File: config.mk
export PLATFORM = sky130hd
export DESIGN_NAME = fifo_ctrl_flat
export DESIGN_NICKNAME = d
export VERILOG_FILES = /design/src/rtl/fifo_ctrl_if.sv /design/src/rtl/fifo_ctrl.sv /design/src/flat_wrapper.sv
export SDC_FILE = /design/constraint.sdc
export NUM_CORES = 1
export LEC_CHECK = 0
export BUFFER_PORTS_ARGS = -buffer_cell sky130_fd_sc_hd__buf_2
export CORE_MARGIN = 2
export CORE_UTILIZATION = 57
export DETAILED_ROUTE_END_ITERATION = 10
export GPL_ROUTABILITY_DRIVEN = 0
export PLACE_DENSITY = 0.83
export SKIP_LAST_GASP = 1
export SLEW_MARGIN = 20
export SYNTH_ARGS = -nofsm -noshare
export SYNTH_HDL_FRONTEND = slang
export SYNTH_SLANG_ARGS = --single-unit
File: constraint.sdc
create_clock -name clk -period 7.2 [get_ports clk]
set_input_delay 0.36 -clock clk [delete_from_list [all_inputs] [get_ports clk]]
set_output_delay 0.36 -clock clk [all_outputs]
set_load 0.01 [all_outputs]
File: src/rtl/fifo_ctrl_if.sv
// rtl/fifo_ctrl_if.sv - requester/RAM handshake bundle for the FIFO controller
interface fifo_ctrl_if #(
   parameter int AW = 3
);
   logic          push;
   logic          pop;
   logic [AW-1:0] addrw;
   logic [AW-1:0] addrr;
   logic [1:0]    rw;
   logic          valid_out;

   modport master (
      output push,
      output pop,
      input  addrw,
      input  addrr,
      input  rw,
      input  valid_out
   );

   modport slave (
      input  push,
      input  pop,
      output addrw,
      output addrr,
      output rw,
      output valid_out
   );
endinterface

File: src/rtl/fifo_ctrl.sv
// rtl/fifo_ctrl.sv - FIFO pointer/occupancy controller driving an external dual-port RAM
module fifo_ctrl #(
   parameter int AW         = 3,
   parameter int AF_DEFAULT = 6,
   parameter int AE_DEFAULT = 2
) (
   input  logic          clk,
   input  logic          reset,
   input  logic          init,
   input  logic [AW:0]   th_af,
   input  logic [AW:0]   th_ae,
   fifo_ctrl_if.slave    bus,
   output logic [AW:0]   count,
   output logic          full,
   output logic          empty,
   output logic          almost_full,
   output logic          almost_empty,
   output logic          error,
   output logic [2:0]    state
);

   typedef enum logic [2:0] {
      S_RESET  = 3'd0,
      S_INIT   = 3'd1,
      S_IDLE   = 3'd2,
      S_ACTIVE = 3'd3,
      S_ERROR  = 3'd4
   } state_t;

   localparam logic [AW:0] DEPTH = {1'b1, {AW{1'b0}}};

   state_t        st;
   logic [AW-1:0] wr_ptr;
   logic [AW-1:0] rd_ptr;
   logic [AW:0]   th_af_reg;
   logic [AW:0]   th_ae_reg;
   logic          valid_q;
   logic          op_ok;
   logic          push_acc;
   logic          pop_acc;
   logic          overflow;
   logic          underflow;
   logic [AW:0]   count_nxt;

   // Flags follow occupancy directly so they react in the same cycle as count
   assign full         = (count == DEPTH);
   assign empty        = (count == '0);
   assign almost_full  = (count >= th_af_reg);
   assign almost_empty = (count <= th_ae_reg);

   // init wins over any request, so nothing is accepted while it is high
   assign op_ok     = ((st == S_IDLE) || (st == S_ACTIVE)) && !init;
   assign push_acc  = op_ok && bus.push && !full;
   assign pop_acc   = op_ok && bus.pop  && !empty;
   assign overflow  = op_ok && bus.push && full;
   assign underflow = op_ok && bus.pop  && empty;

   assign bus.rw        = {pop_acc, push_acc};
   assign bus.addrw     = wr_ptr;
   assign bus.addrr     = rd_ptr;
   assign bus.valid_out = valid_q;
   assign state         = st;

   // Next occupancy: a simultaneous push and pop leaves it unchanged
   always_comb begin
      count_nxt = count;
      if (push_acc && !pop_acc) begin
         count_nxt = count + (AW+1)'(1);
      end else if (pop_acc && !push_acc) begin
         count_nxt = count - (AW+1)'(1);
      end
   end

   // Control FSM with pointers, occupancy, thresholds and sticky error
   always_ff @(posedge clk or negedge reset) begin
      if (!reset) begin
         st        <= S_RESET;
         wr_ptr    <= '0;
         rd_ptr    <= '0;
         count     <= '0;
         error     <= 1'b0;
         valid_q   <= 1'b0;
         th_af_reg <= (AW+1)'(AF_DEFAULT);
         th_ae_reg <= (AW+1)'(AE_DEFAULT);
      end else begin
         // RAM read data appears one cycle after the accepted pop
         valid_q <= pop_acc;
         if (st == S_RESET) begin
            st <= S_INIT;
         end else if (init) begin
            st        <= S_INIT;
            th_af_reg <= th_af;
            th_ae_reg <= th_ae;
            wr_ptr    <= '0;
            rd_ptr    <= '0;
            count     <= '0;
            error     <= 1'b0;
         end else begin
            case (st)
               S_INIT: begin
                  st <= S_IDLE;
               end
               S_IDLE, S_ACTIVE: begin
                  if (push_acc) begin
                     wr_ptr <= wr_ptr + AW'(1);
                  end
                  if (pop_acc) begin
                     rd_ptr <= rd_ptr + AW'(1);
                  end
                  count <= count_nxt;
                  // Any op accepted alongside the bad request still completes
                  if (overflow || underflow) begin
                     error <= 1'b1;
                     st    <= S_ERROR;
                  end else if (count_nxt == '0) begin
                     st <= S_IDLE;
                  end else begin
                     st <= S_ACTIVE;
                  end
               end
               S_ERROR: begin
                  error <= 1'b1;
               end
               default: begin
                  st <= S_RESET;
               end
            endcase
         end
      end
   end

endmodule

File: src/flat_wrapper.sv
// flat-port wrapper written by rule: the top's interface ports become plain ports
module fifo_ctrl_flat 
#(
   parameter int AW         = 3,
   parameter int AF_DEFAULT = 6,
   parameter int AE_DEFAULT = 2
)
  (clk, reset, init, th_af, th_ae, count, full, empty, almost_full, almost_empty, error, state, bus_push, bus_pop, bus_addrw, bus_addrr, bus_rw, bus_valid_out);
  fifo_ctrl_if #(.AW(AW)) bus_i ();
  input  logic clk;
  input  logic reset;
  input  logic init;
  input  logic [AW:0] th_af;
  input  logic [AW:0] th_ae;
  output logic [AW:0] count;
  output logic full;
  output logic empty;
  output logic almost_full;
  output logic almost_empty;
  output logic error;
  output logic [2:0] state;
  input wire logic [$bits(bus_i.push)-1:0] bus_push;
  input wire logic [$bits(bus_i.pop)-1:0] bus_pop;
  output wire logic [$bits(bus_i.addrw)-1:0] bus_addrw;
  output wire logic [$bits(bus_i.addrr)-1:0] bus_addrr;
  output wire logic [$bits(bus_i.rw)-1:0] bus_rw;
  output wire logic [$bits(bus_i.valid_out)-1:0] bus_valid_out;
  assign bus_i.push = bus_push;
  assign bus_i.pop = bus_pop;
  assign bus_addrw = bus_i.addrw;
  assign bus_addrr = bus_i.addrr;
  assign bus_rw = bus_i.rw;
  assign bus_valid_out = bus_i.valid_out;
  fifo_ctrl #(.AW(AW), .AF_DEFAULT(AF_DEFAULT), .AE_DEFAULT(AE_DEFAULT)) u_core (.clk(clk), .reset(reset), .init(init), .th_af(th_af), .th_ae(th_ae), .bus(bus_i), .count(count), .full(full), .empty(empty), .almost_full(almost_full), .almost_empty(almost_empty), .error(error), .state(state));
endmodule
==> results list, run 1 <==
- The floorplan has 18 rows.
- Net count, final: 205
* Port bufs: 33
- Number of warning messages in the yosys log: 0
- Detailed placement finished with a half-perimeter wire length of 2480 microns.
- Buffers added to address setup during post-CTS repair amount to 0.
- The final max-slew violation count is 0.
- Data arrival time at the worst-slack endpoint: 2.21 ns
- Crit Path Max Fanout: 8
- 0 antenna diodes ended up in the layout.
- Power comes to 0.000648 W.
- Post-Syn Area per Cell: 9.63 sq um
* Clock tree from TritonCTS: yes
- Maximum number of pins on one net before global-route repair: 24
- At the pin with the least slew margin, the transition time is 1.02 ns.
- Routed wire per std cell: 15.5 microns
- Total clock buffers created by CTS: 3
* Final-layout fill cell count: 205
- Fraction of synthesized cell area taken by the top area cell type: 0.344
- After floorplanning, the core was sized to cover 0.00245 sq mm.
- In this run the number of H-tree levels came out at 1.
- The worst pin sits at a relative slew slack of 0.319.
- Synthesis produced a netlist with a net count of 176.
- Counting flops with an async set or reset pin after synthesis yields a share of 1.00.
- Category of the most critical setup path: register to primary output
- Setup repair after global routing left no endpoint under its margin.
- Detailed-route DRC error count: 0
* Highest clock rate: 0.389 GHz
- For this design the ratio of total power to cell area is 399 mW/mm^2.
* Critical Path Source Type: register
- Die width: 54.5 microns
- Total cell area at the placement stage: 0.00160 sq mm
* Deepest clock path buffer count: 2
* Overflow left after global routing: 0
- Kind of end point of the critical path: primary output
- The first global-routing pass estimated 5070 microns of wire.
* Die Height: 54.5 microns
- In the post-synthesis netlist, the biggest area contributors are sky130_fd_sc_hd__dfrtp_1 34%, sky130_fd_sc_hd__ha_1 10%, sky130_fd_sc_hd__dfstp_2 5.4%.
* Total routed wirelength: 3250 microns
- For this design, the sink count on the clock tree is 23.
- Leakage: 0.823 nW
- Most frequently used cell type in the post-synthesis netlist: sky130_fd_sc_hd__dfrtp_1
* Die area: 0.00297 sq mm
* Sequential share of the synthesized area: 0.398
* Antenna-violating nets left: 0
- CTS Root Cell: sky130_fd_sc_hd__clkbuf_4
- STA puts the critical path data required time at 6.84 ns.
- The worst-case IR drop observed on VDD is 0.250 mV.
* Total global-route track usage: 0.237
- The total count of hold-check failures in the final report was 0.
- Count of state elements after synthesis: 23
- The first detailed-routing pass ran for 4 iterations.
- The number of global-route vias before repair is 1146.
- EDFF count, synth: 0
- Post-Syn Area: 0.00145 sq mm
* Combined flip-flop and latch cell area: 579 sq um
- After routing, the total negative slack on setup checks comes to 0 ns.
* Area growth from synthesis to layout: 11.9%
- After detailed routing, the number of vias per cell comes to 5.83.
* Number of gates given a new drive strength after cts: 0
* Tcrit/Tclk final: 0.357
- Starting density of the core: 0.592
* Ports: 34
- Final clock skew: 0.0102 ns
- Setup violations remaining at the end of the flow were counted as 0.
- Counting I/O delays and the setup requirement, the final critical path takes 2.57 ns.
- The biggest area contributor in the post-synthesis netlist is sky130_fd_sc_hd__dfrtp_1.
* List of most frequent post-synthesis cells: 20 x sky130_fd_sc_hd__dfrtp_1, 15 x sky130_fd_sc_hd__nand2_1, 12 x sky130_fd_sc_hd__ha_1
- Clock latency on the worst-skew pair: 0.31 ns
- Worst-path clk slew: 0.14 ns
* Detailed-route via count: 1219
- Outcome: completed
- Multi-input gate area: 779 sq um
- Proportion of layout cells with a drive suffix above 1: 0.274
- The worst hold path belongs to the class primary input to async pin.
- The initial antenna violation count came to 0.
- Most used flip-flop cell after synthesis: sky130_fd_sc_hd__dfrtp_1
- The tool flagged a number of max-cap violations equal to 0.
- Cell count after synthesis: 151
- Post-cts hold buffer count: 0
- With fillers left out, the area of the finished cells amounts to 0.00163 sq mm.
* Number of DRC markers after the initial detailed-route iteration: 33
- Counting distinct cell types in the post-synthesis netlist gives 46.
## cell families (layout without fill, tap and decap cells)
group,Yosys count,in the layout,share of synthesized area
muxes,4,4,0.0284
adders and majority gates,12,12,0.103
AOI/OAI and AO/OA,33,33,0.173
xor gates and xnor gates,3,3,0.0181
and+or+nand+nor,57,57,0.213
DFF,23,23,0.398
buffers and inverters,19,47,0.0654
## critical path: stages (launching register included)
cell and delay [ns]:
sky130_fd_sc_hd__dfrtp_1 0.50, sky130_fd_sc_hd__inv_1 0.16, sky130_fd_sc_hd__ha_1 0.28, sky130_fd_sc_hd__and3b_2 0.27
sky130_fd_sc_hd__nor3_1 0.46, sky130_fd_sc_hd__buf_2 0.24
## path summary, 6_finish.rpt
kind / start / to / slack [ns] / depth (start not counted)
worst max-delay path: u_core.count[0]$_DFFE_PN0P_ / bus_rw[0] / 4.63 / 5
min in group clk: th_af[0] / u_core.th_af_reg[0]$_DFFE_PN0P_ / 0.23 / 3
max in group asynchronous: reset / u_core.th_ae_reg[1]$_DFFE_PN1P_ / 6.83 / 1
worst max register to register: u_core.count[0]$_DFFE_PN0P_ / u_core.count[2]$_DFFE_PN0P_ / 4.67 / 7
worst min register to register: u_core.error$_DFFE_PN0P_ / u_core.error$_DFFE_PN0P_ / 0.50 / 1
worst min-delay path: reset / u_core.state[0]$_DFFE_PN0P_ / 0.003 / 1
## metrics by stage
| stage | hold slack (ns) | util | instances | setup WS [ns] |
|---|---|---|---|---|
| final | 0.00335 | 0.663 | 209 | 4.63 |
| after global routing | 0.0312 | 0.663 | 209 | 4.44 |
| after CTS | 0.0192 | 0.663 | 209 | 4.62 |
| after detailed placement | 0.369 | 0.651 | 205 | 4.75 |
| after global placement | 0.359 | 0.651 | 205 | 4.82 |
| after floorplan | 0.0644 | - | 151 | 4.84 |
## where the power goes
group | switching (W) | total, W | leakage (nW) | internal, W
Combinational | 0.000198 | 0.000354 | 0.512 | 0.000156
Sequential | 0.0000511 | 0.000234 | 0.293 | 0.000183
Clock | 0.0000401 | 0.0000609 | 0.0177 | 0.0000207
Total | 0.000289 | 0.000648 | 0.823 | 0.000359
## routing by layer
layer,global-route usage,part of all wire,vias to the layer above
met4,0.0542,0.0099,0
met5,0,0,-
met2,0.438,0.53,36
met1,0.285,0.42,592
met3,0.0410,0.046,6
li1,-,-,585
## cells in the final DEF, fill, tap and decap left out, types with 2 or more instances in the layout
cell and n:
sky130_fd_sc_hd__buf_2 33, sky130_fd_sc_hd__dfrtp_1 20, sky130_fd_sc_hd__nand2_1 15, sky130_fd_sc_hd__ha_1 12
sky130_fd_sc_hd__inv_1 10, sky130_fd_sc_hd__o21ai_0 10, sky130_fd_sc_hd__nor2_1 10, sky130_fd_sc_hd__nor3_1 9
sky130_fd_sc_hd__nand2b_1 5, sky130_fd_sc_hd__nor2b_1 4, sky130_fd_sc_hd__o211ai_1 4, sky130_fd_sc_hd__a21oi_1 3
sky130_fd_sc_hd__nor3b_1 3, sky130_fd_sc_hd__mux2i_1 3, sky130_fd_sc_hd__xor2_1 3, sky130_fd_sc_hd__clkbuf_4 3
sky130_fd_sc_hd__dfstp_2 3, sky130_fd_sc_hd__a22oi_1 2
## final cells by class
cell class	count	area share
Inverter	10	0.0231
Tap cell	30	0.0231
Clock buffer	3	0.0138
Sequential cell	23	0.356
Multi-Input combinational cell	109	0.479
Timing Repair Buffer	33	0.102
Clock inverter	1	0.00308
No activity file was read; power rests on OpenSTA's default activity.
==> run 2, diff against run 1 <==
CORE_ASPECT_RATIO = 0.5   (was default)
CORE_UTILIZATION = 48   (was 57)
PLACE_DENSITY = 0.74   (was 0.83)
clock period = 2.1 ns   (was 7.2 ns; I/O delays follow)
==> run 2 against run 1 <==
  * Total power increased to 3.8 times the previous value
  * Critical endpoint is now u_core.state[0]$_DFFE_PN0P_
  * Register-to-register slack got worse by 4.7 ns
  * Via count increased by 2.3%
  * Clock skew decreased by 0.0052 ns
  * Sequential power increased to 3.1 times the previous value
  * Die area increased by 18%
  * Core utilization decreased by 5.1 points
  * First-iteration DRC count increased by 73%
  * Wire length decreased by 1.5%
  * Largest cell class unchanged
  * Count of clock-buffer cells in the layout increased by 1
  * Cell area increased by 11%
==> results list, run 2 (same netlist as run 1, synthesis figures left out) <==
- The core region is 0.00294 sq mm.
- Entering global routing, the biggest net connects 24 pins.
* Number of DRC markers after the initial detailed-route iteration: 57
* Antenna violations before repair: 0
* Setup crit start: u_core.count[0]$_DFFE_PN0P_
* Worst relative slew slack: 0.638
- STA classifies the critical path startpoint as a register.
- Pins over their slew limit: 0
- The initialized floorplan defines 14 standard-cell rows.
- For this run the aggregate overflow at the end of global routing stands at 0.
- After detailed routing, the average wire length per cell comes to 13.6 microns.
* Final clock skew: 0.00499 ns
- Clock sinks: 23
- The routed layout has 1247 vias.
- The total count of hold-check failures in the final report came to 0.
- The min-delay analysis places its worst path in the category primary input to register.
- H-Tree Level Count: 1
- Post-layout instance area: 0.00180 sq mm
- STA puts the critical path data arrival time at 2.24 ns.
* Leakage: 0.908 nW
- Crit Path Max Fanout: 6
- The largest individual stage delay along the critical path comes from the cell sky130_fd_sc_hd__dfrtp_2.
- Source of the worst register-to-register timing path: u_core.count[0]$_DFFE_PN0P_
- Sequence of cells on the critical path: inv_4 -> ha_4 -> or3b_4 -> a2111oi_4 -> a22oi_1 -> xor2_1 -> a21oi_2
- Dividing total power by cell area gives a power density of 1360 mW/mm^2.
* Met2 WL post-DR: 1410 microns
- In the routed design, unresolved DRC markers number 0.
- The cell sitting at the root of the clock tree is a sky130_fd_sc_hd__clkbuf_8.
- Clock-pin slew was measured on the worst setup and hold paths at 0.08 ns.
- Clock latency on the worst-skew pair: 0.27 ns
* Maximum Capacitance Violations: 0
* WP data required: 2.25 ns
- Of the cells placed in the final design, the portion with a size suffix greater than 1 is 0.349.
- TritonCTS built the clock tree.
* Total routed wirelength: 3200 microns
* Total negative slack: 0 ns
* Deepest clock path buffer count: 2
- For the pin with the worst max-slew slack, the measured transition is 0.543 ns.
* Drt pass-1 iters: 5
- In the global route stage, overall resource usage came out at 0.202.
* Total cell area at the placement stage: 0.00173 sq mm
* Worst setup path endpoint: u_core.state[0]$_DFFE_PN0P_
- The number of clock buffers added by TritonCTS is 3.
* Ports: 34
- The die covers 0.00351 sq mm.
- Measured along the x axis, the die boundary spans 81.8 microns.
- Timing would allow up to 0.479 GHz.
* Port bufs: 33
- The worst setup path is captured at a register.
* Antenna-violating nets left: 0
- The worst setup path is of the register to register kind.
- Cells on worst reg2reg path: 7
- After detailed routing, the number of vias per cell comes to 5.31.
* First-pass GRT wire length: 5290 microns
- Count of final setup violators: 0
* Count of inserted antenna diode cells: 0
- Setup repair after global routing missed its margin: true
- Die Height: 42.9 microns
* R2r endpoint: u_core.state[0]$_DFFE_PN0P_
- Dpl hpwl: 2400 microns
* Area growth from synthesis to layout: 23.8%
- The largest single stage delay on the critical path is 0.43 ns.
- Counting the fill cells in the layout gives 251.
- Met3 routed wirelength: 142 microns
- The flow ran to the end, and the final reports show no timing, DRC or antenna violations.
- Met1 wire length: 1620 microns
* Commonest non-fill, non-tap cells in the layout: 33 x sky130_fd_sc_hd__buf_2, 18 x sky130_fd_sc_hd__dfrtp_1, 15 x sky130_fd_sc_hd__nand2_1, 15 x sky130_fd_sc_hd__buf_4, 11 x sky130_fd_sc_hd__ha_1
* Net count, final: 221
* Reg-to-reg setup timing slack: 0.01 ns
- Max Used Layer: met4
- Leading cell type in the layout, fill and taps excluded: sky130_fd_sc_hd__buf_2
* Clock period minus final worst setup slack: 2.09 ns
- Of the available clock period, the critical path in the final layout requires 0.994.
- Starting density of the core: 0.494
* Number of global-route vias before repair: 1113
* Worst voltage drop across the vdd grid: 0.533 mV
==> run 2: cell count changes in the layout (fill, tap and decap cells not counted), moves of 2 or more <==
cell,previous run,this run
sky130_fd_sc_hd__buf_4,0,15
sky130_fd_sc_hd__clkbuf_4,3,0
sky130_fd_sc_hd__clkbuf_8,0,3
sky130_fd_sc_hd__dfrtp_1,20,18
sky130_fd_sc_hd__dfrtp_2,0,2
sky130_fd_sc_hd__inv_1,10,8
sky130_fd_sc_hd__inv_4,0,2
==> run 2: worst max-delay path: cells and delay by family, from the launching register on <==
kind / cells / cell delay [ns]
AOI/OAI and AO/OA: 3 / 0.68
DFF: 1 / 0.43
and+or+nand+nor: 1 / 0.42
xor gates and xnor gates: 1 / 0.22
adders and majority gates: 1 / 0.14
buffers and inverters: 1 / 0.07
==> run 2: worst min-delay path by stage <==
stage | endpoint | start | cells after the start
floorplan | u_core.bus.addrr[0]$_DFFE_PN0P_ | reset | 0
global placement | u_core.th_ae_reg[2]$_DFFE_PN0P_ | reset | 1
detailed placement | u_core.th_ae_reg[2]$_DFFE_PN0P_ | reset | 1
CTS | u_core.th_af_reg[0]$_DFFE_PN0P_ | th_af[0] | 3
global route | u_core.th_ae_reg[0]$_DFFE_PN0P_ | th_ae[0] | 3
finish | u_core.th_af_reg[0]$_DFFE_PN0P_ | th_af[0] | 3
==> run 2: per-layer routing <==
metal,global-route usage,vias to the layer above
li1,-,625
met1,0.284,582
met2,0.307,36
met3,0.0596,4
met4,0.0500,0
met5,0,-
==> run 2: timing repair <==
item	in CTS	in global routing
hold buffers	1	0
hold endpoints to repair	20	0
buffers inserted	0	2
resized for setup	0	1
endpoints found under the setup margin	0	4
==> run 2: layout make-up <==
class | instances | area [sq um] | share of cell area
Clock buffer | 4 | 45.0 | 0.0250
Timing Repair Buffer | 49 | 288 | 0.160
Inverter | 10 | 42.5 | 0.0236
Sequential cell | 23 | 582 | 0.323
Multi-Input combinational cell | 109 | 792 | 0.440
Tap cell | 40 | 50.0 | 0.0278
==> run 2: metrics by stage <==
step / util / setup WS [ns] / total power [W] / hold slack [ns] / std cells
finish: 0.611 / 0.0129 / 0.00245 / 0.0243 / 235
CTS: 0.605 / 0.0216 / 0.00243 / 0.0268 / 233
global route: 0.611 / -0.106 / 0.00268 / 0.0309 / 235
global placement: 0.587 / 0.106 / 0.00211 / 0.102 / 228
floorplan: - / -0.0594 / 0.00172 / -0.191 / 151
detailed placement: 0.587 / 0.0520 / 0.00213 / 0.117 / 228
==> run 2: power by group <==
part	switching (W)	leakage, nW	internal, W
combinational	0.000764	0.595	0.000673
clock	0.000144	0.0228	0.000136
sequential	0.000104	0.290	0.000631
total	0.00101	0.908	0.00144
==> run 3, diff against run 2 <==
GPL_TIMING_DRIVEN = 0   (was default)
==> run 3 against run 2 <==
  * The run now ends with setup timing left
  * Maximum frequency decreased by 3.8%
  * Wire length about the same
  * Die area unchanged
  * Non-clock buffer count increased by 2
  * Hold slack about the same
  * Total power increased by 1.2%
  * Cell area increased by 1.3%
  * Sequential power increased by 1%
  * Setup slack got worse by 0.083 ns
  * First-iteration DRC count increased by 23%
  * Highest routed layer unchanged
==> results list, run 3 (same netlist as run 1, synthesis figures left out) <==
- Outcome: complete, but fails checks
- Failing checks: setup timing
- Antenna-violating nets left: 0
- CTS Root Cell: sky130_fd_sc_hd__clkbuf_8
* Commonest non-fill, non-tap cells in the layout: 34 x sky130_fd_sc_hd__buf_2, 18 x sky130_fd_sc_hd__dfrtp_1, 15 x sky130_fd_sc_hd__nand2_1
* Slew of the pin with the lowest slew margin: 0.520 ns
- Net count, final: 223
- The total count of hold-check failures in the final report came to 0.
- Leakage: 0.908 nW
* Slowest library cell on the worst path: sky130_fd_sc_hd__dfrtp_2
- On the worst path, the slowest cell contributes a delay of 0.38 ns.
* Met3 routed wirelength: 132 microns
* Met2 WL post-DR: 1390 microns
- Setup repair after global routing missed its margin: true
- Dpl hpwl: 2350 microns
- Worst Slack Setup Final: -0.0696 ns
- The clock reaches the later pin of the worst-skew pair after 0.27 ns.
- Smallest hold slack: 0.0239 ns
- The worst setup path is launched from a register.
- The floorplan step defined a die boundary enclosing 0.00351 sq mm.
* Setup WS pre-CTS: -0.256 ns
* Worst Path Buf+Inv: 2
- Entering global routing, the biggest net connects 24 pins.
- The initial antenna violation count is 0.
- Number of DRC markers after the initial detailed-route iteration: 70
* Leading cell type in the layout, fill and taps excluded: sky130_fd_sc_hd__buf_2
- Relative to the synthesized area, the layout overhead comes to 25.3%.
- Measured against its own limit, the worst slew margin works out to 0.653.
- The repair_antennas step left the layout with diodes totalling 0.
- Final clock skew: 0.00602 ns
- The critical path is of the register to register type.
- Clock tree from TritonCTS: yes
* Kind of end point of the critical path: register
- The die is 81.8 microns wide.
* Area inside the core boundary: 0.00294 sq mm
* First-pass GRT wire length: 5340 microns
* WP data required: 2.29 ns
- Proportion of layout cells with a drive suffix above 1: 0.360
* Port bufs: 33
- Maximum Capacitance Violations: 0
- In this run the count of I/O pins placed on the die edge is 34.
- The finished cells cover 0.00182 sq mm.
- The routed design could run at a clock period as short as 2.17 ns.
- Setup violations remaining at the end of the flow were counted as 1.
- Total routed wirelength: 3200 microns
- Total global-route track usage: 0.202
- Number of rows in the core area: 14
- Via/cell ratio: 5.26
* Deepest clock path buffer count: 2
- For this configuration, the core starts out at a cell density of 0.494.
* Worst-path clk slew: 0.08 ns
- Data arrives at the worst endpoint at 2.36 ns.
- Tcrit/Tclk final: 1.03
- Die Height: 42.9 microns
- The setup check on the worst reg-to-reg path leaves a slack of -0.07 ns.
* Worst voltage drop across the vdd grid: 0.586 mV
- CTS saw 23 sinks.
* Overflow left after global routing: 0
* Max Used Layer: met4
- Static timing analysis puts the maximum clock frequency at 0.461 GHz.
- The number of global-route vias before repair was 1142.
- Adding up every negative setup slack in the final design gives -0.0696 ns.
- Power density over the cells: 1360 mW/mm^2
- For this block, wires on met1 add up to 1630 microns.
- The cell family contributing the most delay on the critical path is compound AO/OA/AOI/OAI gates.
- Detailed-route via count: 1246
- The tightest min-delay check is of the primary input to register type.
- Crit Path Max Fanout: 7
* Routed wire per std cell: 13.5 microns
* Total cell area at the placement stage: 0.00169 sq mm
- The first detailed-routing pass took 4 iterations.
* Total clock buffers created by CTS: 3
* H-Tree Level Count: 1
* Pins over their slew limit: 0
* Detailed-route DRC error count: 0
* Sequence of cells on the critical path: inv_2 -> ha_4 -> buf_4 -> and3b_2 -> o2111a_1 -> and3_2 -> o32a_1 -> a21oi_2
-- run 3: cell types whose count changed in the layout (fill, tap and decap cells not counted), sizes merged --
cell / before / now
clkbuf: 4 / 7
buf: 48 / 47
-- run 3: final cells by class --
type	count	area, sq um
plain buffers	7	42.5
clock buffers	4	45.0
fillers	245	1120
inverters	10	40.0
multi-input cells	109	812
flip-flops and latches	23	582
well taps	40	50.0
repair buffers	44	250
-- run 3: repair_timing --
item	4_1_cts	5_1_grt
endpoints found under the setup margin	7	9
buffers inserted	8	2
resized for setup	2	2
hold buffers	1	0
endpoints found under the hold margin	20	0
pin swaps	4	5
-- run 3: report_power, final --
group          total [W]  switching [W]  internal, W
clock network   0.000274       0.000138     0.000136
logic            0.00146       0.000777     0.000684
registers       0.000747       0.000115     0.000632
-- run 3: tightest hold or removal path: stages --
cell and delay [ns]:
sky130_fd_sc_hd__buf_2 0.07, sky130_fd_sc_hd__nand2_1 0.04, sky130_fd_sc_hd__nand2_1 0.04
-- run 3: path summary, 6_finish.rpt --
| kind | start | cells after the start | endpoint |
|---|---|---|---|
| worst min register to register | u_core.error$_DFFE_PN0P_ | 1 | u_core.error$_DFFE_PN0P_ |
| max in group asynchronous | reset | 2 | u_core.count[1]$_DFFE_PN0P_ |
| worst max-delay path | u_core.count[1]$_DFFE_PN0P_ | 8 | u_core.state[0]$_DFFE_PN0P_ |
| worst max register to register | u_core.count[1]$_DFFE_PN0P_ | 8 | u_core.state[0]$_DFFE_PN0P_ |
| worst min-delay path | th_af[0] | 3 | u_core.th_af_reg[0]$_DFFE_PN0P_ |
| min in group asynchronous | reset | 2 | u_core.th_af_reg[3]$_DFFE_PN0P_ |
-- run 3: metrics by stage --
step / util / total power [W] / cells
4_1_cts: 0.612 / 0.00246 / 236
3_5_place_dp: 0.573 / 0.00212 / 224
6_report: 0.619 / 0.00248 / 237
3_3_place_gp: 0.573 / 0.00208 / 224
5_1_grt: 0.619 / 0.00270 / 237
2_1_floorplan: - / 0.00172 / 151
-- run 3: metal layers --
layer	GRT usage	vias up
li1	-	626
met1	0.298	589
met2	0.301	24
met3	0.0511	7
met4	0.0400	0
met5	0	-
